### src/rtl/soin_bpredictor_update_ctrl.sv
// -----------------------------------------------------------------------------
// soin_bpredictor_update_ctrl
//
// Write-port controller for the bimodal predictor pattern table
// (256 x 32-bit, four byte lanes). After reset it sweeps every entry to
// {4{INIT_BYTE}}. It then drains execute-stage updates from a small FIFO onto
// the table write port, one per cycle, and counts updates lost to overflow.
//
// Optional feature macro: BP_UPDATE_BYPASS_EN
//   When defined, an update that arrives in RUN while the FIFO is empty and
//   the write port is idle is driven onto up_* combinationally in the same
//   cycle, and is not queued. When undefined, up_* are purely registered.
//
// Parameters
//   FIFO_DEPTH_L : log2 of the update FIFO depth
//   INIT_BYTE    : byte written to every lane during the init sweep
//
// Ports
//   clk                       : clock
//   reset                     : synchronous, active-high reset
//   execute_bpredictor_update : update request (at most one per cycle)
//   execute_bpredictor_meta   : [7:0] index, [15:8] counter byte, [19:16] be
//   up_index / up_data / up_be / up_wen : table write port
//   ctrl_busy                 : init sweep in progress
//   ctrl_full                 : FIFO full (stall hint for fetch)
//   ctrl_drop_count           : saturating count of dropped updates
// -----------------------------------------------------------------------------
`ifndef BP_META_WIDTH
`define BP_META_WIDTH 20
`endif

module soin_bpredictor_update_ctrl #(
  parameter int unsigned FIFO_DEPTH_L = 2,
  parameter logic [7:0]  INIT_BYTE    = 8'h55
) (
  input  logic                      clk,
  input  logic                      reset,
  input  logic                      execute_bpredictor_update,
  input  logic [`BP_META_WIDTH-1:0] execute_bpredictor_meta,
  output logic [7:0]                up_index,
  output logic [31:0]               up_data,
  output logic [3:0]                up_be,
  output logic                      up_wen,
  output logic                      ctrl_busy,
  output logic                      ctrl_full,
  output logic [7:0]                ctrl_drop_count
);

  localparam int unsigned DEPTH = 1 << FIFO_DEPTH_L;

  typedef logic [FIFO_DEPTH_L-1:0] ptr_t;
  typedef logic [FIFO_DEPTH_L:0]   cnt_t;
  typedef enum logic [0:0] {ST_INIT = 1'b0, ST_RUN = 1'b1} state_t;

  localparam cnt_t DEPTH_C = cnt_t'(DEPTH);
  localparam cnt_t CNT_ONE = cnt_t'(1'b1);
  localparam ptr_t PTR_ONE = ptr_t'(1'b1);

  state_t      state_r;
  logic [7:0]  sw_idx_r;
  logic [19:0] fifo_mem_r [DEPTH];
  ptr_t        wr_ptr_r;
  ptr_t        rd_ptr_r;
  cnt_t        count_r;
  cnt_t        count_next_s;

  logic [7:0]  up_index_r;
  logic [31:0] up_data_r;
  logic [3:0]  up_be_r;
  logic        up_wen_r;
  logic        busy_r;
  logic        full_r;
  logic [7:0]  drop_r;

  logic [19:0] in_entry_s;
  logic [19:0] head_s;
  logic        in_run_s;
  logic        fifo_empty_s;
  logic        pop_s;
  logic        direct_s;
  logic        bypass_s;
  logic        push_s;
  logic        drop_s;

  // Entry layout is {index, byte, be}.
  assign in_entry_s   = {execute_bpredictor_meta[7:0],
                         execute_bpredictor_meta[15:8],
                         execute_bpredictor_meta[19:16]};
  assign head_s       = fifo_mem_r[rd_ptr_r];
  assign in_run_s     = (state_r == ST_RUN);
  assign fifo_empty_s = (count_r == cnt_t'(1'b0));
  assign pop_s        = in_run_s && !fifo_empty_s;
  // An update meeting an empty FIFO in RUN goes straight to the write port.
  assign direct_s     = in_run_s && fifo_empty_s && execute_bpredictor_update;
`ifdef BP_UPDATE_BYPASS_EN
  // Only bypass when the registered port is idle, so nothing gets overwritten.
  assign bypass_s     = direct_s && !up_wen_r;
`else
  assign bypass_s     = 1'b0;
`endif
  // A full FIFO still accepts when its head leaves on the same edge.
  assign push_s       = execute_bpredictor_update && !direct_s &&
                        ((count_r != DEPTH_C) || pop_s);
  assign drop_s       = execute_bpredictor_update && !direct_s && !push_s;

  // Occupancy after the current edge.
  always_comb begin
    count_next_s = count_r;
    case ({push_s, pop_s})
      2'b10:   count_next_s = count_r + CNT_ONE;
      2'b01:   count_next_s = count_r - CNT_ONE;
      default: count_next_s = count_r;
    endcase
  end

  // FIFO storage write; pointers guarantee stale contents are never read.
  always_ff @(posedge clk) begin
    if (push_s && !reset) begin
      fifo_mem_r[wr_ptr_r] <= in_entry_s;
    end
  end

  // Sweep/drain FSM, FIFO pointers, status flags and registered write port.
  always_ff @(posedge clk) begin
    if (reset) begin
      state_r    <= ST_INIT;
      sw_idx_r   <= 8'h00;
      wr_ptr_r   <= ptr_t'(1'b0);
      rd_ptr_r   <= ptr_t'(1'b0);
      count_r    <= cnt_t'(1'b0);
      up_index_r <= 8'h00;
      up_data_r  <= 32'h0000_0000;
      up_be_r    <= 4'h0;
      up_wen_r   <= 1'b0;
      busy_r     <= 1'b1;
      full_r     <= 1'b0;
      drop_r     <= 8'h00;
    end else begin
      // busy lags the FSM so it falls the cycle after the last sweep write.
      busy_r  <= (state_r == ST_INIT);
      full_r  <= (count_next_s == DEPTH_C);
      count_r <= count_next_s;
      if (push_s) begin
        wr_ptr_r <= wr_ptr_r + PTR_ONE;
      end
      if (pop_s) begin
        rd_ptr_r <= rd_ptr_r + PTR_ONE;
      end
      if (drop_s && (drop_r != 8'hFF)) begin
        drop_r <= drop_r + 8'h01;
      end
      case (state_r)
        ST_INIT: begin
          up_index_r <= sw_idx_r;
          up_data_r  <= {4{INIT_BYTE}};
          up_be_r    <= 4'hF;
          up_wen_r   <= 1'b1;
          sw_idx_r   <= sw_idx_r + 8'h01;
          if (sw_idx_r == 8'hFF) begin
            state_r <= ST_RUN;
          end
        end
        ST_RUN: begin
          if (pop_s) begin
            up_index_r <= head_s[19:12];
            up_data_r  <= {4{head_s[11:4]}};
            up_be_r    <= head_s[3:0];
            up_wen_r   <= 1'b1;
          end else if (direct_s && !bypass_s) begin
            up_index_r <= in_entry_s[19:12];
            up_data_r  <= {4{in_entry_s[11:4]}};
            up_be_r    <= in_entry_s[3:0];
            up_wen_r   <= 1'b1;
          end else begin
            up_wen_r   <= 1'b0;
          end
        end
        default: begin
          state_r  <= ST_INIT;
          sw_idx_r <= 8'h00;
          up_wen_r <= 1'b0;
        end
      endcase
    end
  end

`ifdef BP_UPDATE_BYPASS_EN
  // Write port: same-cycle bypass overrides the registered port when idle.
  always_comb begin
    if (bypass_s) begin
      up_index = in_entry_s[19:12];
      up_data  = {4{in_entry_s[11:4]}};
      up_be    = in_entry_s[3:0];
      up_wen   = 1'b1;
    end else begin
      up_index = up_index_r;
      up_data  = up_data_r;
      up_be    = up_be_r;
      up_wen   = up_wen_r;
    end
  end
`else
  assign up_index = up_index_r;
  assign up_data  = up_data_r;
  assign up_be    = up_be_r;
  assign up_wen   = up_wen_r;
`endif

  assign ctrl_busy       = busy_r;
  assign ctrl_full       = full_r;
  assign ctrl_drop_count = drop_r;

endmodule

### config.mk
export PLATFORM = sky130hd
export DESIGN_NAME = soin_bpredictor_update_ctrl
export DESIGN_NICKNAME = d
export VERILOG_FILES = /design/src/rtl/soin_bpredictor_update_ctrl.sv
export SDC_FILE = /design/constraint.sdc
export NUM_CORES = 1
export LEC_CHECK = 0
export CORE_MARGIN = 4
export CORE_UTILIZATION = 48
export CTS_CLUSTER_SIZE = 12
export DETAILED_ROUTE_END_ITERATION = 6
export GPL_ROUTABILITY_DRIVEN = 0
export PLACE_DENSITY = 0.75
export RECOVER_POWER = 50
export SLEW_MARGIN = 20
export SYNTH_ARGS = -nofsm -noshare
export SYNTH_HDL_FRONTEND = slang
export SYNTH_SLANG_ARGS = --single-unit
export TNS_END_PERCENT = 30
### constraint.sdc
create_clock -name clk -period 2.76 [get_ports clk]
set_input_delay 0.414 -clock clk [delete_from_list [all_inputs] [get_ports clk]]
set_output_delay 0.414 -clock clk [all_outputs]
set_load 0.05 [all_outputs]
Yosys cells after proc, flatten, opt, wreduce, memory -nomap -nowiden
Memory sizes are Yosys's and may differ from the RTL's. A register that Yosys moved wholly into a read port is not among the register bits. Cells that the tools add are included.

Register bits: 71. Logic and storage cells: 60. Input bits: 23. Bits in writable memories: 80. Output and inout port bits: 55. Memories: 1.

Memories: fifo_mem_r (words 4, width 20, read ports 1, clocked after Yosys merged registers in 1, write ports 1, RTL line 61) `logic [19:0] fifo_mem_r [DEPTH];`.

Mux-type cells: 19. Reductions and logical operators: 14. Add/sub/neg operators: 6. Eq/ne operators: 7. Bitwise gates (word level): 1.

Operators by type and width (count): two-way mux 32 bit (2); one-hot mux 32 bit (2 select lines) (1); adder 8 x 1 -> 8 bit, second input constant (2); two-way mux 8 bit (2); one-hot mux 8 bit (2 select lines) (1); equality test 8 bit, second input constant (1); logical AND 1 bit (8); two-way mux 4 bit (2); inequality test 8 bit, second input constant (1); one-hot mux 4 bit (2 select lines) (1); two-way mux 1 bit (6); one-hot mux 3 bit (2 select lines) (1); adder 2 x 1 -> 2 bit, second input constant (2); logical NOT 1 bit (4); two-way mux 2 bit (2); adder 3 x 1 -> 3 bit, second input constant (1); equality test 3 bit, second input constant (1); logical NOT 3 bit (1); inequality test 3 x 1 -> 1 bit, second input constant (1); inequality test 3 bit, second input constant (1); subtractor 3 x 1 -> 3 bit, second input constant (1); equality test 2 x 1 -> 1 bit, second input constant (1); equality test 2 bit, second input constant (1); one-hot mux 1 bit (2 select lines) (1); 2 further kinds (2).

Depth between registers and ports, before layout
Depth after elaboration: 9. Depth in mapped cells: 9. Gate-level depth less buffers: 7.

Worst setup path after synthesis
OpenSTA, ideal clock, no wires.

Path type: register to register. Start point: register count_r[0]. End point: register full_r (netlist: ctrl_full). Period minus slack after synthesis: 2.744 ns. Data arrival time: 2.683 ns. Required time: 2.700 ns. Buffers on the path: 1. Cell stages (with the launch flop): 9. Path slack: 0.016 ns. Setup time: 0.060 ns. Path through: dfxtp_1 -> buf_6 -> o31ai_1 -> nor2_1 -> fa_1 -> or3b_1 -> or3_1 -> a31oi_1 -> o2111a_1.

Longest elaborated chain between the ends: 9. Elaborated cells between the ends (all ways): 16. Classes of those cells: add/sub: 2; eq/ne: 4; mux: 1; reduce/logical: 9.

RTL lines: from (decl) (RTL line 64) `cnt_t count_r;`; from (signal assigned) (RTL line 130) `count_r <= cnt_t'(1'b0);`; from (signal assigned) (RTL line 142) `count_r <= count_next_s;`; logical NOT 3 bit (RTL line 91) `assign fifo_empty_s = (count_r == cnt_t'(1'b0));`; logical AND 1 bit (2 in a row) (RTL line 94) `assign direct_s = in_run_s && fifo_empty_s && execute_bpredictor_update;`; logical NOT 1 bit (RTL line 102) `assign push_s = execute_bpredictor_update && !direct_s &&`; logical AND 1 bit (2 in a row) (RTL line 102); equality test 2 x 1 -> 1 bit or equality test 2 bit (tied branches) (RTL line 109) `case ({push_s, pop_s})`; one-hot mux 3 bit (2 select lines) * (RTL line 109); equality test 3 bit * (RTL line 141) `full_r <= (count_next_s == DEPTH_C);`; to (signal assigned) (RTL line 141); to (decl) (RTL line 72) `logic full_r;`.

Every way passes the cells marked *; elsewhere a longest branch is shown, timed or not. A chain may end at the register's enable or synchronous reset.

Worst setup path after layout
Same ends and word-level chain as after synthesis.

==> impl_summary.md <==
Yosys
Sorting the synthesized cells by area gives the leading types as edfxtp_1 (45%), dfxtp_1 (18%), mux4_2 (8.4%). Yosys mapped a number of flops with a built-in enable equal to 80. The number of nets in the synthesized netlist is 415. The sequential-to-total area share from yosys stat is 62.78%. In the synthesized netlist the dominant register cell turns out to be edfxtp_1.

Counting flops with an async set or reset pin after synthesis yields a share of 0%. The number of standard cells after synthesis is 385. The share of the synthesized area in the top cell type is 44.58%. The number of different library cells used by synthesis comes to 49. The average cell area after synthesis is 14.00 sq um. edfxtp_1 takes more of the synthesized area than any other cell.

The Yosys step of the flow raised 0 warnings. The number of synthesized register bits is 129. The post-synthesis instance area is 0.005389 sq mm.

Finish
The fraction of final layout cells sized beyond drive strength 1 is 15.82%. The area of the multi-input gates is 0.001689 sq mm. The final instance area is 0.006814 sq mm. The post-synthesis to final-layout area growth is 26.45%. 0 antenna diodes ended up in the layout. Across the whole layout, storage elements account for 0.003383 sq mm. The number of fill cells in the layout is 799.

The finished layout holds 614 standard cells, fillers aside. The final core area utilization is 62.31%. The final layout contains 491 nets.

CTS
In this run, CTS created clock tree buffers numbering 17. After clock tree synthesis, the setup repair step added 0 buffers. The later pin in the worst-skew pair is clocked with a latency of 410 ps.

The clock tree from TritonCTS is done. The maximum number of buffers from clock root to sink is 2. The CTS clock-pin slew for the worst setup and hold paths is 60 ps. The count of hold-fix buffers inserted at cts is 0.

The H-tree level count is 4. The root buffer cell is clkbuf_16. CTS saw 129 sinks.

The number of cells upsized or downsized after cts is 0.

Worst setup path
On the critical path, the stage with the largest delay is an instance of fa_1. The endpoint arrival time on the critical path is 2750 ps. The worst setup path is of the reg2reg kind. Counting both buffers and inverters, the worst setup path holds a total of 0.

In this run the critical register-to-register path is captured at ctrl_full. The worst setup path is launched from a flip-flop. The delay of the slowest cell on the worst path is 410 ps.

In this run the critical register-to-register path is launched from count_r[0]. Traced cell by cell, the critical path runs through o31ai_1 -> nor2_1 -> fa_1 -> or3b_1 -> or3_1 -> a31oi_1 -> o2111a_1. The worst register-to-register path has a depth of 7. The total stage count of the critical path is 7. The endpoint of the worst setup timing path is ctrl_full. STA classifies the critical path endpoint as a flip-flop. The highest fanout seen on the critical path is 3. The family with the most delay on the worst path is compound AO/OA/AOI/OAI gates. The start point of the critical path is count_r[0]. The required time of the critical path is 3110 ps.

In this run the register-to-register setup slack is 350 ps.

Route
The count of nets left with antenna violations once routing finished came out at 0. The detailed router finished its first iteration with 284 violations. The mean routed wirelength per cell is 18.89 microns. The total length of routed met3 wires is 806 microns.

The first detailed-routing pass ran for 6 iterations. The detailed router put a total of 4693 microns of wire on met1. Summed over all layers, the routed wires come to 11600 microns. Using the TritonRoute via totals, the vias-per-cell ratio works out to 5.666. Summed over all nets, wire length on met2 after detailed routing comes to 5892 microns.

The final routed DRC violation total is 0. In this run the top signal layer used is met4. Summing over every cut layer, the via total after detailed routing is 3479.

Timing
Setup total negative slack on the finished layout was measured at 0 ps. Derived from the worst setup path, the maximum achievable clock frequency is 415.4 MHz. Setup violations remaining at the end of the flow were counted as 0. Setup slack closes at 352.6 ps.

The number of hold-slack violations in the final timing report was 0. The final critical path time including I/O delays and setup is 2407 ps. The measured slew at the worst slew-check pin is 1159 ps. On the final layout, the worst clock skew is 8.234 ps. The worst slack on hold paths is 468.2 ps. The worst pin sits at a relative slew slack of 22.75%. Setup repair after global routing left no endpoint under its margin. In the finished design, the share of the clock period the worst path needs comes to 87.23%. The final max-slew violation count came to 0.

Global routing
The residual overflow from global routing is 0. The number of antenna violations at the first check in global routing is 0. The pin count of the biggest net entering global routing is 27.

The first global-routing pass estimated 18530 microns of wire. The via count of the first global-routing pass is 3490. Across every metal layer, demand over resource in global routing totals 18.86%.

Placed design
The count of buffers from port buffering is 77. The post-placement cell count is 582. The final HPWL from detailed placement is 7494 microns. The placed instance area is 0.006218 sq mm.

The worst setup slack before clock tree synthesis is 178.4 ps.

Hold path
The worst hold path belongs to the class reg2reg.

Die
The floorplan row count is 38. The floorplan step defined a core boundary enclosing 0.01094 sq mm. The number of top-level design ports is 78.

The starting density of the core is 49.28%. The die is 114.0 microns wide. From bottom edge to top edge, the die measures 114.0 microns.

The die covers 0.01299 sq mm.

Power and ir drop
The analysis attributes to cell leakage a power of 2.400 nW. In this run the power density over the cells is 690.1 mW/mm^2. VDD sags by at most 0.4398 mV. Total power for the finished layout comes to 4.703 mW.

Run status
The flow ran to the end, and the final reports show no timing, DRC or antenna violations.

Job
The max-capacitance violation count is 0.
==> metal layers <==
metal / global-route usage (%) / up-vias
li1: - / 1588
met2: 31.42 / 147
met5: 0 / -
met1: 23.58 / 1726
met4: 6.888 / 0
met3: 5.305 / 18
==> area by class of cell <==
type                            count  area share (%)
Tap cell                          140           2.571
Sequential cell                   129           49.65
Clock buffer                       17           6.243
Timing Repair Buffer              100           13.79
Multi-Input combinational cell    208           24.79
Inverter                            5          0.2754
Clock inverter                     15           2.681
==> placed cells by master (no fill, tap or decap), types with 4 or more instances in the layout <==
cell and count:
edfxtp_1 80, dfxtp_1 49, nor2_1 42, dlygate4sd3_1 39, clkdlybuf4s50_1 38, buf_4 22
mux4_2 20, clkbuf_16 17, o21ai_0 11, nand2b_1 11, nor3_1 11, nand2_1 9
a21oi_1 8, o2bb2ai_1 8, xor2_1 7, mux2i_1 7, a222oi_1 7, xnor2_1 6
ha_1 6, inv_1 5, and3_1 5, nand3_1 5, nor2b_1 5, clkinv_4 5
o31ai_1 4, and2_1 4
==> cell usage after synthesis (4+ instances only) <==
cell       number
mux4_2         20
o2bb2ai_1       8
ha_1            6
nand2b_1       11
clkbuf_1        8
nand2_1         9
and2_1          4
inv_1           5
nor2b_1         5
o31ai_1         4
a222oi_1        7
buf_4          25
nand3_1         5
dfxtp_1        49
and3_1          5
nor3_1         11
edfxtp_1       80
a21oi_1         7
buf_6           4
mux2i_1         7
xor2_1          7
o21ai_0        11
xnor2_1         6
nor2_1         42
==> report_power, final <==
part | internal (mW) | leakage (nW) | switching [mW] | total [mW]
clock network | 1.43 | 0.290 | 0.839 | 2.27
logic | 0.115 | 0.984 | 0.192 | 0.307
registers | 2.10 | 1.13 | 0.0255 | 2.13
total | 3.65 | 2.40 | 1.06 | 4.70
==> sequential cells by signal (all words and copies together) (netlist names), named ones only <==
| register | count |
|---|---|
| in_run_s | 1 |
| wr_ptr_r | 2 |
| up_be | 4 |
| up_wen | 1 |
| ctrl_full | 1 |
| ctrl_drop_count | 8 |
| fifo_mem_r | 80 |
| up_index | 8 |
| rd_ptr_r | 2 |
| ctrl_busy | 1 |
| sw_idx_r | 8 |
| up_data | 8 |
| count_r | 3 |
==> worst min-delay path by stage <==
| stage | cells after the start | slack (ps) | startpoint | end |
|---|---|---|---|---|
| after floorplan | 2 | 480 | sw_idx_r[5] | sw_idx_r[5] |
| after global placement | 1 | 450 | up_be[1] | up_be[1] |
| after detailed placement | 1 | 450 | up_be[0] | up_be[0] |
| after CTS | 1 | 470 | up_be[0] | up_be[0] |
| after global routing | 1 | 490 | up_be[0] | up_be[0] |
| final | 1 | 470 | up_be[3] | up_be[3] |
==> cell families after synthesis <==
family | synth area share (%)
compound gates | 7.221
simple gates | 10.75
xor+xnor | 2.113
fa+ha+maj | 1.765
mux | 9.659
flops | 62.78
buf+inv | 5.712
Power figures use the tool's default switching activity.
==> variant 1: new RTL, same flow settings <==
`FIFO_DEPTH_L`: 2 -> 1.
--- a/src/rtl/soin_bpredictor_update_ctrl.sv
+++ b/src/rtl/soin_bpredictor_update_ctrl.sv
@@ -30,7 +30,7 @@
 `endif
 
 module soin_bpredictor_update_ctrl #(
-  parameter int unsigned FIFO_DEPTH_L = 2,
+  parameter int unsigned FIFO_DEPTH_L = 1,
   parameter logic [7:0]  INIT_BYTE    = 8'h55
 ) (
   input  logic                      clk,
Formal check against the unedited RTL: not equivalent (Yosys sat finds a counterexample within 4 cycles, from zero or initial values and one cycle with reset high).
==> variant 1 against the unedited design <==
  * Highest routed layer unchanged
  * Sequential cell count down 44
  * Clock power shrank 68%
  * Wire length down 34%
  * First-iteration DRC count decreased by 58%
  * Fmax grew 9.3%
  * Final area is 33% lower
  * Clock skew barely moved
  * Total power is 49% lower
  * Area after synthesis shrank 32%
  * Synthesized cell count is 14% lower
  * Worst setup slack improved by 0.20 ns
  * Global-route usage down 1.5 points
==> variant 1: results (changes against the unedited design) <==
| Metric | Value |
|---|---|
| Outcome | `completed` |
| Worst Skew | `0.00825 ns (+0.0000130 ns)` |
| FF-to-FF End | `fifo_mem_r[0][10]` |
| Worst R2R Start | `count_r[1]` |
| Routed met3 length | `375 um (-53%)` |
| Total die area | `9150 sq um (-30%)` |
| Share of layout cells above drive strength 1 | `0.0874 (-0.0708)` |
| Met2 Wirelength | `3690 um (-37%)` |
| Hold Path End | `up_be[1]` |
| Total GRT Usage | `0.173 (-0.0152)` |
| Root buffer cell | `clkbuf_8` |
| Worst slew margin | `0.0429 (-0.185)` |
| DP HPWL | `5380 um (-28%)` |
| Reg area | `2100 sq um (-38%)` |
| Synth cell count leaders | `dfxtp_1 (45), edfxtp_1 (40), nor2_1 (32)` |
| R2R depth | `4 (-3)` |
| Vias per cell | `5.25 (-7.3%)` |
| Layout clock area frac | `0.0343 (-0.0549)` |
| Pin count of the biggest net entering global routing | `34 (+26%)` |
| Mean Syn Cell Area | `11.2 sq um (-20%)` |
| Worst hold path cell count | `2 (+1)` |
| Max reg flops | `40 (-50%)` |
| EDFF count, synth | `40 (-50%)` |
| Placed insts | `473 (-19%)` |
| Vias in the first global route | `2,406 (-31%)` |
| Final-layout clock buffer total | `10 (-7)` |
| M2 GR Usage | `0.285 (-0.0293)` |
| Clock latency on the worst-skew pair | `0.34 ns (-0.07 ns)` |
| Worst vdd ir | `275 uV (-37%)` |
| Bufs w/o clock | `86 (-14%)` |
| Global-route wire length before repair | `12,100 um (-35%)` |
-- variant 1: changes by cell type after synthesis, moves of 6 or more --
cell | before | now
nand2_1 | 9 | 26
nor2_1 | 42 | 32
edfxtp_1 | 80 | 40
a22o_1 | 0 | 8
a211oi_1 | 0 | 10
nand2b_1 | 11 | 4
a222oi_1 | 7 | 0
nor4b_1 | 0 | 6
mux4_2 | 20 | 0
mux2i_1 | 7 | 18
a21oi_1 | 7 | 17
o2bb2ai_1 | 8 | 0
-- variant 1: worst max-delay path: stages (launching register included) --
cell and delay, ns:
dfxtp_1 0.67, xnor2_1 0.17, o21ai_0 0.22, nor3_1 0.59
buf_12 0.25
-- variant 1: kinds of logic after synthesis --
| family | Yosys count | share of synthesized area |
|---|---|---|
| and+or+nand+nor | 106 | 0.152 |
| DFF | 85 | 0.570 |
| AOI/OAI and AO/OA | 57 | 0.101 |
| buffers and inverters | 44 | 0.0760 |
| muxes | 22 | 0.0611 |
| xor gates and xnor gates | 14 | 0.0332 |
| adders and majority gates | 2 | 0.00678 |
-- variant 1: worst max path at each step --
stage	startpoint	to	slack [ns]	cells past startpoint
after floorplan	count_r[0]	fifo_mem_r[0][0]	0.03	3
after global placement	execute_bpredictor_update	up_data[27]	0.62	6
after detailed placement	execute_bpredictor_update	up_data[23]	0.58	6
after CTS	ctrl_drop_count[4]	ctrl_drop_count[4]	0.69	1
after global routing	reset	count_r[1]	0.37	3
final	count_r[1]	fifo_mem_r[0][10]	0.56	4
-- variant 1: power breakdown --
| group | internal, mW | leakage, nW | total, mW | switching, mW |
|---|---|---|---|---|
| Clock | 0.316 | 0.0756 | 0.728 | 0.412 |
| Sequential | 1.37 | 0.734 | 1.39 | 0.0286 |
| Combinational | 0.0944 | 0.774 | 0.257 | 0.163 |
==> variant 2: new RTL, config.mk and constraints unchanged <==
Made on the original files. Put one more register stage on the output `ctrl_drop_count`, cleared by the reset. The value now appears one clock later. The other outputs are not delayed to match.
--- a/src/rtl/soin_bpredictor_update_ctrl.sv
+++ b/src/rtl/soin_bpredictor_update_ctrl.sv
@@ -208,7 +208,13 @@
 
   assign ctrl_busy       = busy_r;
   assign ctrl_full       = full_r;
-  assign ctrl_drop_count = drop_r;
+  always_ff @(posedge clk) begin
+    if (reset) begin
+      ctrl_drop_count <= '0;
+    end else begin
+      ctrl_drop_count <= drop_r;
+    end
+  end
 
 endmodule
 
Check against the original RTL: not equivalent (Yosys sat finds a counterexample within 10 cycles, from zero or initial values and one cycle with reset high).
==> variant 2 against the unedited design <==
  * Hold slack improved by 0.00092 ns
  * Wire length rose by 2.8%
  * Worst setup slack improved by 0.026 ns
  * Clock power fell by 3%
  * Non-clock buffer count did not move
  * Total power rose by 1.5%
  * Count of clock-buffer cells in the layout rose by 1
  * Sequential cell count rose by 8
  * First-iteration DRC count rose by 7.4%
  * Area after synthesis rose by 4.4%
  * Die area rose by 4.1%
  * Final area rose by 2.8%
  * Largest cell class unchanged
  * Largest power group is now registers
==> variant 2: results (changes against the unedited design) <==
| Metric | Value |
|---|---|
| Outcome | `completed` |
| Crit path from | `in_run_s` |
| Met1 GRT Util | `0.242 (+0.00586)` |
| R2R depth | `6 (-1)` |
| WL met1 | `5040 um (+7.5%)` |
| Total GRT Usage | `0.186 (-0.00228)` |
| Netlist cell types | `48 (-2.0%)` |
| Worst Skew | `0.00865 ns (+0.000415 ns)` |
| Highest Clock Rate | `0.420 GHz (+1.1%)` |
| Post-synthesis cell count | `406 (+5.5%)` |
| Pin count of the biggest net entering global routing | `35 (+30%)` |
| Vias in the first global route | `3,544 (+1.5%)` |
| Global-route wire length before repair | `18,800 um (+1.4%)` |
| Post-Layout Cell Count | `636 (+3.6%)` |
| Share of layout cells above drive strength 1 | `0.154 (-0.00407)` |
| Crit path max fanout | `19 (+16)` |
| Met2 Wirelength | `6010 um (+2.0%)` |
| H-tree depth reported by CTS | `4 (unchanged)` |
| Arrival @ worst endpoint | `2.72 ns (-0.03 ns)` |
| Placement Setup Slack | `0.193 ns (+0.0151 ns)` |
| Sequential area share after synthesis | `0.630 (+0.00208)` |
| Met3 GRT Util | `0.0513 (-0.00176)` |
| Warnings, synthesis | `0 (unchanged)` |
| DR pass1 iterations | `5 (-1)` |
| Placed insts | `604 (+3.8%)` |
| Post-synth net total | `436 (+5.1%)` |
| Synth top area cells | `edfxtp_1 (43%), dfxtp_1 (20%), mux4_2 (8.0%)` |
| DRT Wirelength | `11,900 um (+2.8%)` |
| M2 GR Usage | `0.298 (-0.0163)` |
| Vias per cell | `5.56 (-1.9%)` |
| Setup bufs post-CTS | `0 (unchanged)` |
| End of the critical path | `up_data[26]` |
| Fin nets | `510 (+3.9%)` |
| 1st-iter DRT viols | `305 (+7.4%)` |
| Static Leak | `2.48 nW (+3.5%)` |
| Worst slew margin | `0.0899 (-0.138)` |
| Synth cell count leaders | `edfxtp_1 (80), dfxtp_1 (57), nor2_1 (45)` |
| Die Width | `116 um (+2.0%)` |
==> variant 2: logic make-up after synthesis <==
kind of cell,synth area share
and+or+nand+nor,0.118
muxes,0.0945
adders and majority gates,0.0169
DFF,0.630
AOI/OAI and AO/OA,0.0658
buffers and inverters,0.0560
xor gates and xnor gates,0.0187
==> variant 2: cell type report <==
| type | instances | area (sq um) |
|---|---|---|
| inverter | 6 | 22.5 |
| clock buffer | 18 | 429 |
| multi-input combinational | 218 | 1760 |
| clock inverter | 14 | 145 |
| fill | 827 | 4460 |
| sequential | 137 | 3540 |
| tap | 143 | 179 |
| timing repair buffer | 100 | 932 |
==> variant 2: critical path, cell delays in order (launching register included) <==
cell	delay (ns)
dfxtp_1	0.38
buf_4	0.27
nor4b_1	0.76
nand2_2	0.11
nor2_1	0.41
buf_4	0.25
o2bb2ai_1	0.12
==> variant 2: worst min path at each step <==
stage	startpoint	to	slack, ns	cells past startpoint
3_5_place_dp	up_be[3]	up_be[3]	0.45	1
5_1_grt	up_be[0]	up_be[0]	0.49	1
6_report	up_be[3]	up_be[3]	0.47	1
3_3_place_gp	up_be[3]	up_be[3]	0.45	1
4_1_cts	up_be[3]	up_be[3]	0.47	1
2_1_floorplan	sw_idx_r[3]	in_run_s	0.47	2
==> variant 2: through the flow <==
stage                      util  area, sq um
after floorplan               -         5630
after global placement    0.563         6460
after detailed placement  0.563         6460
after CTS                 0.613         7030
after global routing      0.611         7010
final                     0.611         7010
==> variant 2: power by group <==
group	switching (mW)	leakage, nW	total, mW	internal [mW]
Combinational	0.195	1.02	0.314	0.119
Clock	0.878	0.275	2.21	1.33
Sequential	0.0252	1.19	2.24	2.22
Total	1.10	2.48	4.77	3.67
